## config.mk

```make
export PLATFORM = sky130hd
export DESIGN_NAME = ps2_host_tx_flat
export DESIGN_NICKNAME = d
export VERILOG_FILES = /design/src/rtl/ps2_host_tx_pkg.sv /design/src/rtl/ps2_host_tx_if.sv /design/src/rtl/ps2_line_sync.sv /design/src/rtl/ps2_host_tx.sv /design/src/flat_wrapper.sv
export SDC_FILE = /design/constraint.sdc
export NUM_CORES = 1
export LEC_CHECK = 0
export BUFFER_PORTS_ARGS = -buffer_cell sky130_fd_sc_hd__buf_2
export CORE_MARGIN = 1.5
export CORE_UTILIZATION = 55
export CTS_BUF_LIST = sky130_fd_sc_hd__clkbuf_8
export DETAILED_ROUTE_END_ITERATION = 6
export MAX_ROUTING_LAYER = met4
export PLACE_DENSITY = 0.73
export SLEW_MARGIN = 20
export SYNTH_ARGS = -nofsm -noshare
export SYNTH_HDL_FRONTEND = slang
export SYNTH_HIERARCHICAL = 1
export SYNTH_SLANG_ARGS = --single-unit
```

## constraint.sdc

```tcl
create_clock -name clk -period 2.9 [get_ports clk]
set_clock_uncertainty 0.15 [all_clocks]
set_input_delay 0.58 -clock clk [delete_from_list [all_inputs] [get_ports clk]]
set_output_delay 0.58 -clock clk [all_outputs]
set_load 0.02 [all_outputs]
```

## src/rtl/ps2_host_tx_pkg.sv

```systemverilog
// PS/2 host transmitter shared definitions.
// FSM states, error codes, well-known command bytes and parity helper.
package ps2_host_tx_pkg;

    typedef enum logic [2:0] {
        IDLE,
        INHIBIT,
        RTS,
        SEND,
        ACK,
        WAIT_IDLE
    } state_e;

    localparam logic [1:0] ERR_NONE    = 2'b00;
    localparam logic [1:0] ERR_TIMEOUT = 2'b01;
    localparam logic [1:0] ERR_NACK    = 2'b10;

    localparam logic [7:0] CMD_SET_LED = 8'hED;
    localparam logic [7:0] CMD_ENABLE  = 8'hF4;
    localparam logic [7:0] CMD_RESET   = 8'hFF;

    // PS/2 frames carry odd parity over the eight data bits.
    function automatic logic odd_parity(input logic [7:0] b);
        return ~^b;
    endfunction

endpackage

```

## src/rtl/ps2_host_tx_if.sv

```systemverilog
// Command handshake and status bundle of the PS/2 host transmitter.
// The master offers bytes, the slave (transmitter) reports progress.
interface ps2_host_tx_if;

    logic       tx_valid;
    logic [7:0] tx_data;
    logic       tx_ready;
    logic       busy;
    logic       tx_done;
    logic       tx_err;
    logic [1:0] err_code;

    modport master (
        output tx_valid, tx_data,
        input  tx_ready, busy, tx_done, tx_err, err_code
    );

    modport slave (
        input  tx_valid, tx_data,
        output tx_ready, busy, tx_done, tx_err, err_code
    );

endinterface

```

## src/rtl/ps2_line_sync.sv

```systemverilog
// Two-flop synchroniser plus falling-edge detector for one PS/2 line.
// Reset value is 1 so an idle (pulled-up) line never shows a false edge.
module ps2_line_sync (
    input  logic clk,
    input  logic rst,
    input  logic line_i,
    output logic level_o,
    output logic fe_o
);

    logic s1_q;
    logic s2_q;
    logic prev_q;

    // Resynchronise the pin and keep one delayed copy for edge detection.
    always_ff @(posedge clk) begin
        if (!rst) begin
            s1_q   <= 1'b1;
            s2_q   <= 1'b1;
            prev_q <= 1'b1;
        end else begin
            s1_q   <= line_i;
            s2_q   <= s1_q;
            prev_q <= s2_q;
        end
    end

    assign level_o = s2_q;
    assign fe_o    = prev_q & ~s2_q;

endmodule

```

## src/rtl/ps2_host_tx.sv

```systemverilog
// PS/2 host-to-device transmitter: inhibit, request-to-send, 11-bit frame,
// device ACK check and a watchdog on the device-generated clock.
module ps2_host_tx
    import ps2_host_tx_pkg::*;
#(
    parameter int INHIBIT_CYCLES = 12000,
    parameter int RTS_CYCLES     = 10,
    parameter int TIMEOUT_CYCLES = 2000000
) (
    input  logic          clk,
    input  logic          rst,
    ps2_host_tx_if.slave  bus,
    input  logic          ps2_clk_i,
    input  logic          ps2_data_i,
    output logic          clk_drv_low,
    output logic          data_drv_low
);

    localparam int TMAX = (INHIBIT_CYCLES > RTS_CYCLES) ? INHIBIT_CYCLES : RTS_CYCLES;
    localparam int TW   = $clog2(TMAX + 1);
    localparam int WW   = $clog2(TIMEOUT_CYCLES + 1);

    localparam logic [TW-1:0] INH_LOAD = TW'(INHIBIT_CYCLES - 1);
    localparam logic [TW-1:0] RTS_LOAD = TW'(RTS_CYCLES - 1);
    localparam logic [WW-1:0] WD_LOAD  = WW'(TIMEOUT_CYCLES - 1);

    state_e        state_q, state_d;
    logic [8:0]    shreg_q, shreg_d;
    logic [3:0]    cnt_q, cnt_d;
    logic [TW-1:0] timer_q, timer_d;
    logic [WW-1:0] wdog_q, wdog_d;
    logic          clk_drv_q, clk_drv_d;
    logic          data_drv_q, data_drv_d;
    logic          done_q, done_d;
    logic          err_q, err_d;
    logic [1:0]    err_code_q, err_code_d;
    logic          nack_q, nack_d;

    logic clk_lvl, clk_fe;
    logic data_lvl, data_fe;

    ps2_line_sync u_clk_sync (
        .clk     (clk),
        .rst     (rst),
        .line_i  (ps2_clk_i),
        .level_o (clk_lvl),
        .fe_o    (clk_fe)
    );

    ps2_line_sync u_data_sync (
        .clk     (clk),
        .rst     (rst),
        .line_i  (ps2_data_i),
        .level_o (data_lvl),
        .fe_o    (data_fe)
    );

    // State, datapath and registered outputs; reset releases both lines.
    always_ff @(posedge clk) begin
        if (!rst) begin
            state_q    <= IDLE;
            shreg_q    <= '0;
            cnt_q      <= '0;
            timer_q    <= '0;
            wdog_q     <= '0;
            clk_drv_q  <= 1'b0;
            data_drv_q <= 1'b0;
            done_q     <= 1'b0;
            err_q      <= 1'b0;
            err_code_q <= ERR_NONE;
            nack_q     <= 1'b0;
        end else begin
            state_q    <= state_d;
            shreg_q    <= shreg_d;
            cnt_q      <= cnt_d;
            timer_q    <= timer_d;
            wdog_q     <= wdog_d;
            clk_drv_q  <= clk_drv_d;
            data_drv_q <= data_drv_d;
            done_q     <= done_d;
            err_q      <= err_d;
            err_code_q <= err_code_d;
            nack_q     <= nack_d;
        end
    end

    // Transfer sequencing; bits only change on a device falling edge.
    always_comb begin
        state_d    = state_q;
        shreg_d    = shreg_q;
        cnt_d      = cnt_q;
        timer_d    = timer_q;
        wdog_d     = wdog_q;
        clk_drv_d  = clk_drv_q;
        data_drv_d = data_drv_q;
        done_d     = 1'b0;
        err_d      = 1'b0;
        err_code_d = err_code_q;
        nack_d     = nack_q;

        unique case (state_q)
            IDLE: begin
                if (bus.tx_valid) begin
                    state_d    = INHIBIT;
                    shreg_d    = {odd_parity(bus.tx_data), bus.tx_data};
                    cnt_d      = '0;
                    timer_d    = INH_LOAD;
                    clk_drv_d  = 1'b1;
                    data_drv_d = 1'b0;
                    err_code_d = ERR_NONE;
                    nack_d     = 1'b0;
                end
            end
            INHIBIT: begin
                if (timer_q == '0) begin
                    state_d    = RTS;
                    timer_d    = RTS_LOAD;
                    data_drv_d = 1'b1;
                end else begin
                    timer_d = timer_q - 1'b1;
                end
            end
            RTS: begin
                if (timer_q == '0) begin
                    state_d   = SEND;
                    clk_drv_d = 1'b0;
                    wdog_d    = WD_LOAD;
                end else begin
                    timer_d = timer_q - 1'b1;
                end
            end
            SEND: begin
                if (clk_fe) begin
                    // Shift in ones so the tenth edge drives the stop bit (released).
                    data_drv_d = ~shreg_q[0];
                    shreg_d    = {1'b1, shreg_q[8:1]};
                    cnt_d      = cnt_q + 1'b1;
                    if (cnt_q == 4'd9) begin
                        state_d = ACK;
                    end
                end
            end
            ACK: begin
                if (clk_fe) begin
                    nack_d  = data_lvl;
                    cnt_d   = cnt_q + 1'b1;
                    state_d = WAIT_IDLE;
                end
            end
            WAIT_IDLE: begin
                if (clk_lvl && data_lvl) begin
                    state_d = IDLE;
                    if (nack_q) begin
                        err_d      = 1'b1;
                        err_code_d = ERR_NACK;
                    end else begin
                        done_d = 1'b1;
                    end
                end
            end
            default: begin
                state_d = IDLE;
            end
        endcase

        // Watchdog only runs while the device owns the clock.
        if (state_q == SEND || state_q == ACK || state_q == WAIT_IDLE) begin
            if (clk_fe) begin
                wdog_d = WD_LOAD;
            end else if (wdog_q == '0) begin
                state_d    = IDLE;
                clk_drv_d  = 1'b0;
                data_drv_d = 1'b0;
                done_d     = 1'b0;
                err_d      = 1'b1;
                err_code_d = ERR_TIMEOUT;
            end else begin
                wdog_d = wdog_q - 1'b1;
            end
        end
    end

    assign bus.tx_ready = (state_q == IDLE);
    assign bus.busy     = (state_q != IDLE);
    assign bus.tx_done  = done_q;
    assign bus.tx_err   = err_q;
    assign bus.err_code = err_code_q;
    assign clk_drv_low  = clk_drv_q;
    assign data_drv_low = data_drv_q;

endmodule

```

## src/flat_wrapper.sv

```systemverilog
// flat-port wrapper written by rule: the top's interface ports become plain ports
module ps2_host_tx_flat import ps2_host_tx_pkg::*;
#(
    parameter int INHIBIT_CYCLES = 12000,
    parameter int RTS_CYCLES     = 10,
    parameter int TIMEOUT_CYCLES = 2000000
)
  (clk, rst, ps2_clk_i, ps2_data_i, clk_drv_low, data_drv_low, bus_tx_valid, bus_tx_data, bus_tx_ready, bus_busy, bus_tx_done, bus_tx_err, bus_err_code);
  ps2_host_tx_if bus_i ();
  input  logic clk;
  input  logic rst;
  input  logic ps2_clk_i;
  input  logic ps2_data_i;
  output logic clk_drv_low;
  output logic data_drv_low;
  input wire logic [$bits(bus_i.tx_valid)-1:0] bus_tx_valid;
  input wire logic [$bits(bus_i.tx_data)-1:0] bus_tx_data;
  output wire logic [$bits(bus_i.tx_ready)-1:0] bus_tx_ready;
  output wire logic [$bits(bus_i.busy)-1:0] bus_busy;
  output wire logic [$bits(bus_i.tx_done)-1:0] bus_tx_done;
  output wire logic [$bits(bus_i.tx_err)-1:0] bus_tx_err;
  output wire logic [$bits(bus_i.err_code)-1:0] bus_err_code;
  assign bus_i.tx_valid = bus_tx_valid;
  assign bus_i.tx_data = bus_tx_data;
  assign bus_tx_ready = bus_i.tx_ready;
  assign bus_busy = bus_i.busy;
  assign bus_tx_done = bus_i.tx_done;
  assign bus_tx_err = bus_i.tx_err;
  assign bus_err_code = bus_i.err_code;
  ps2_host_tx #(.INHIBIT_CYCLES(INHIBIT_CYCLES), .RTS_CYCLES(RTS_CYCLES), .TIMEOUT_CYCLES(TIMEOUT_CYCLES)) u_core (.clk(clk), .rst(rst), .bus(bus_i), .ps2_clk_i(ps2_clk_i), .ps2_data_i(ps2_data_i), .clk_drv_low(clk_drv_low), .data_drv_low(data_drv_low));
endmodule
```

==> results_dict.tcl, run 1 <==
set metrics [dict create \
    outcome "complete, no violations" \
    maxSlewHeadroom_pct 32.9 \
    holdCritPathClass "reg -> reg" \
    syn_area_um2 3310 \
    hold_viol_final 0 \
    clock_latency_ns 0.34 \
    dr.pass1.iters 5 \
    crit_arrival_ns 2.77 \
    dr_total_vias 3191 \
    io_pins 21 \
    wl_met2_mm 3.73 \
    die_area_um2 6490 \
    power_density_nw_per_um2 583 \
    cts_root_buf "clkbuf_8" \
    syn_area_per_cell_um2 8.22 \
    drive_gt1_share_pct 14.8 \
    r2r_cells 8 \
    hpwl_mm 5.49 \
    setup_tns_ns 0 \
    die_h_um 80.6 \
    synthToLayoutAreaGrowth_pct 12.8 \
    final_nets 444 \
    cts_num_sinks 63 \
    synth_nets 420 \
    min_to "u_core/u_clk_sync/level_o$_SDFF_PN1_" \
    core_area_um2 5850 \
    vdd_drop_max_mv 0.404 \
    crit_type "reg -> reg" \
    synth_warnings 6 \
    critPathLaunchType "flop" \
    place_congestion 0.882 \
    r2r_setup_slack_ns 0.23 \
    grt_usage_pct 27.5 \
    wl_mm 7.95 \
    avgRoutedWirePerCell_um 15.7 \
    clockBufferDepth 2 \
    setup_viol 0 \
    numCtsBuffers 9 \
    cts-htree-levels 3 \
    antenna_found_initial 0 \
    rsz0062_at_grt "no" \
    worstMarginPinSlew_ns 1.00 \
    grt_pass1_vias 2898 \
    min_path_cells 1 \
    drt_iter0_drc 223 \
    die_w_um 80.6 \
    worstPathRequired_ns 3.00 \
    fin_cells 507 \
    clkTransAtPathRegs_ns 0.07 \
    overflow 0 \
    dp_cells 491 \
    layout_min_cycle_time_ns 2.67 \
    max_freq_ghz 0.374 \
    final_antenna_net_count 0 \
    end_kind "flop" \
    r2r-end "u_core/wdog_q[19]$_SDFF_PN0_" \
    leakage_nw 1.46 \
    met3_wirelength_um 360 \
    maxSlewViolCount 0 \
    fin_crit_sh_pct 92.1 \
    placed_cell_area_um2 3520 \
    worst-path-max-fanout 8 \
    grt_max_degree 30 \
    start_util_pct 56.6 \
    holdCritStartpoint "u_core/u_clk_sync/s1_q$_SDFF_PN1_" \
    portBuffers 20 \
    cts_tree "yes" \
    viasPerCell 6.29 \
    postSynthCellCount 403 \
    maxCapViolations 0 \
    timing.rr.start "u_core/timer_q[0]$_SDFFE_PN0P_" \
    final_area_um2 3730 \
    rows 28 \
    route.top_layer_used "met4" \
    drc 0 \
    post_cts_buffers 0 \
    num_antenna_cells 0 \
    grt_pass1_wl_mm 13.5 \
    m1WireLength_mm 3.73 \
]
## worst max-delay path by stage
stage	start	end
after floorplan	u_core/timer_q[0]$_SDFFE_PN0P_	u_core/wdog_q[2]$_SDFF_PN0_
after global placement	u_core/timer_q[0]$_SDFFE_PN0P_	u_core/wdog_q[15]$_SDFF_PN0_
after detailed placement	u_core/timer_q[0]$_SDFFE_PN0P_	u_core/wdog_q[15]$_SDFF_PN0_
after CTS	u_core/timer_q[0]$_SDFFE_PN0P_	u_core/wdog_q[17]$_SDFF_PN0_
after global routing	u_core/timer_q[0]$_SDFFE_PN0P_	u_core/wdog_q[15]$_SDFF_PN0_
final	u_core/timer_q[0]$_SDFFE_PN0P_	u_core/wdog_q[19]$_SDFF_PN0_
## report_power, final
group / internal [W] / switching, W / leakage [nW]
Combinational: 0.000167 / 0.000241 / 0.836
Clock: 0.000461 / 0.000328 / 0.114
Sequential: 0.000922 / 0.0000576 / 0.515
## per-layer routing
layer  global-route usage (%)  vias up
met2                     43.3       82
met4                     11.7        0
met3                     5.23       16
li1                         -     1581
met1                     34.4     1512
met5                        -        -
## flip-flops by register name (all words and copies together), names as in the netlist
name,cells
u_core/clk_drv_low,1
u_core/u_data_sync/s1_q,1
u_core/state_q,3
u_core/wdog_q,21
u_core/bus.tx_err,1
u_core/u_clk_sync/level_o,1
u_core/bus.err_code,2
u_core/shreg_q,9
u_core/data_drv_low,1
u_core/cnt_q,4
u_core/u_data_sync/level_o,1
u_core/bus.tx_done,1
u_core/nack_q,1
u_core/u_clk_sync/s1_q,1
u_core/u_clk_sync/prev_q,1
u_core/timer_q,14
## cell type report
type | instances | area (um^2)
Timing Repair Buffer | 35 | 213
Multi-Input combinational cell | 304 | 1900
Clock buffer | 12 | 165
Sequential cell | 63 | 1260
Clock inverter | 4 | 43.8
Inverter | 14 | 52.6
Fill cell | 503 | 2120
Tap cell | 75 | 93.8
## what timing repair did
action                                  CTS  global route
endpoints found under the setup margin    0             7
hold buffers                              0             0
resized for setup                         0             1
## per-stage QoR
| step | util, % | hold slack [ns] | total power [W] | setup slack (ns) |
|---|---|---|---|---|
| 2_1_floorplan | - | 0.236 | 0.00129 | 0.330 |
| 3_3_place_gp | 60.2 | 0.238 | 0.00139 | 0.201 |
| 3_5_place_dp | 60.2 | 0.249 | 0.00140 | 0.132 |
| 4_1_cts | 63.8 | 0.258 | 0.00218 | 0.127 |
| 5_1_grt | 63.8 | 0.252 | 0.00229 | 0.00421 |
| 6_report | 63.8 | 0.266 | 0.00218 | 0.228 |
## critical path, cell delays in order (launching register included)
cell and delay, ns:
dfxtp_1 0.32, inv_1 0.09, ha_1 0.20, or3b_2 0.52
or4_4 0.55, o31ai_4 0.23, buf_4 0.21, a21oi_1 0.07
a311oi_1 0.24
## placed cells by master, fill, tap and decap left out, types with 4 or more instances in the layout
cell type / instances
nand4_1: 5
inv_1: 15
buf_2: 20
o211ai_1: 4
buf_4: 15
a21oi_1: 41
xnor2_1: 7
or3_1: 5
ha_1: 4
clkbuf_8: 12
a31oi_1: 7
dfxtp_1: 63
nor4_1: 9
nand2_1: 34
a311oi_1: 12
o21ai_1: 4
o31ai_1: 4
or4_1: 11
and3_1: 5
nand2b_1: 10
a211oi_1: 4
nor2_1: 30
nor3_1: 19
nand3_1: 13
o221a_2: 8
xor2_1: 4
o21ai_0: 13
o21a_1: 7
(Power assumes the default switching activity.)
==> run 2, diff against run 1 <==
- clock period: 2.9 -> 3.3 ns (I/O delays scaled with it)
==> results_dict.tcl, run 2 (same netlist as run 1, synthesis figures left out) <==
set metrics [dict create \
    maxSlewHeadroom_pct 38.4 \
    leakage_nw 1.44 \
    critPathSlowestCell "or4_1" \
    grt_pass1_wl_mm 13.3 \
    grt_pass1_vias 2859 \
    rows 28 \
    start_util_pct 56.6 \
    reg.largest.list "u_core/wdog_q x21, u_core/timer_q x14, u_core/shreg_q x9" \
    post_cts_buffers 0 \
    drt_iter0_drc 240 \
    regMostFlops "u_core/wdog_q" \
    rsz0062_at_grt "no" \
    drc 0 \
    power_density_nw_per_um2 529 \
    fin_crit_sh_pct 88.6 \
    crit_arrival_ns 3.03 \
    cts_root_buf "clkbuf_8" \
    dr.pass1.iters 5 \
    layout_min_cycle_time_ns 2.92 \
    antenna_found_initial 0 \
    worst-path-max-fanout 7 \
    vdd_drop_max_mv 0.386 \
    num_antenna_cells 0 \
    drive_gt1_share_pct 13.6 \
    die_area_um2 6490 \
    critPathMaxStageDelay_ns 0.63 \
    cts_num_sinks 63 \
    dp_cells 485 \
    fin_cells 501 \
    die_w_um 80.6 \
    viasPerCell 6.29 \
    final_common_cell "dfxtp_1" \
    die_h_um 80.6 \
    portBuffers 20 \
    crit_type "reg -> reg" \
    cts-htree-levels 3 \
    setup_viol 0 \
    end_kind "flop" \
    ctsResizeCount 0 \
    critPathLaunchType "flop" \
    final_nets 438 \
    largest_register_ffs 21 \
    setup_tns_ns 0 \
    hpwl_mm 5.47 \
    worstPathRequired_ns 3.40 \
    cts_tree "yes" \
    core_area_um2 5850 \
    wl_mm 8.06 \
    power_w 0.00196 \
    place_congestion 0.921 \
    synthToLayoutAreaGrowth_pct 11.9 \
    dr_total_vias 3149 \
    grt_max_degree 30 \
    worstMarginPinSlew_ns 0.921 \
    maxCapViolations 0 \
    hold_viol_final 0 \
    max_freq_ghz 0.342 \
    crit_chain "inv_1, ha_1, or3b_2, or4_1, o31ai_4, buf_4, o21ai_1, nor4_1" \
    grt_usage_pct 27.3 \
    io_pins 21 \
    clockBufferDepth 2 \
    crit_family "simple AND/OR/NAND/NOR gates" \
    holdCritPathClass "reg -> reg" \
    clkTransAtPathRegs_ns 0.07 \
    cts_hold_buffers 0 \
    maxSlewViolCount 0 \
    overflow 0 \
    avgRoutedWirePerCell_um 16.1 \
    outcome "complete, no violations" \
    holdWs_ns 0.263 \
    critPathBufInv 2 \
    final_cell_mix "63 x dfxtp_1, 41 x a21oi_1, 34 x nand2_1" \
    clock_latency_ns 0.34 \
    final_antenna_net_count 0 \
    numCtsBuffers 9 \
]
==> run 2: cell types whose count changed in the layout (fill, tap and decap cells not counted) <==
cell	previous run	this run
buf_4	15	9
clkbuf_8	12	14
clkinv_2	2	1
inv_1	15	14
or4_1	11	12
or4_4	1	0
==> run 2: per-stage QoR <==
stage          cell area, um^2  setup slack [ns]  util [%]
3_5_place_dp              3480             0.409      59.4
5_1_grt                   3700             0.184      63.3
6_report                  3700             0.375      63.3
2_1_floorplan             3310             0.730         -
4_1_cts                   3700             0.391      63.3
3_3_place_gp              3480             0.486      59.4
==> run 2: area by class of cell <==
type	instances	area, um^2
clock buffers	14	193
clock inverters	2	35.0
fillers	493	2150
inverters	14	52.6
multi-input cells	304	1900
flip-flops and latches	63	1260
well taps	75	93.8
repair buffers	29	168
==> run 2: final timing paths <==
check | end | slack [ns] | cells past startpoint | start
max | u_core/wdog_q[5]$_SDFF_PN0_ | 0.38 | 8 | u_core/timer_q[0]$_SDFFE_PN0P_
min | u_core/u_clk_sync/level_o$_SDFF_PN1_ | 0.26 | 1 | u_core/u_clk_sync/s1_q$_SDFF_PN1_
max reg2reg | u_core/wdog_q[5]$_SDFF_PN0_ | 0.38 | 8 | u_core/timer_q[0]$_SDFFE_PN0P_
min reg2reg | u_core/u_clk_sync/level_o$_SDFF_PN1_ | 0.26 | 1 | u_core/u_clk_sync/s1_q$_SDFF_PN1_
==> run 2: worst reg2reg max path, stage by stage (launching register included) <==
cell     delay, ns
dfxtp_1       0.33
inv_1         0.10
ha_1          0.21
or3b_2        0.52
or4_1         0.64
o31ai_4       0.38
buf_4         0.22
o21ai_1       0.07
nor4_1        0.24
==> run 2: power by group <==
| group | switching, W | internal [W] | leakage (nW) |
|---|---|---|---|
| logic | 0.000213 | 0.000140 | 0.804 |
| clock network | 0.000296 | 0.000451 | 0.119 |
| registers | 0.0000495 | 0.000810 | 0.515 |
==> run 2: layer usage <==
metal	share of wire, %	track usage [%]
met5	0	-
met4	2.0	13.1
met3	4.7	4.66
met2	47	43.3
met1	46	33.8
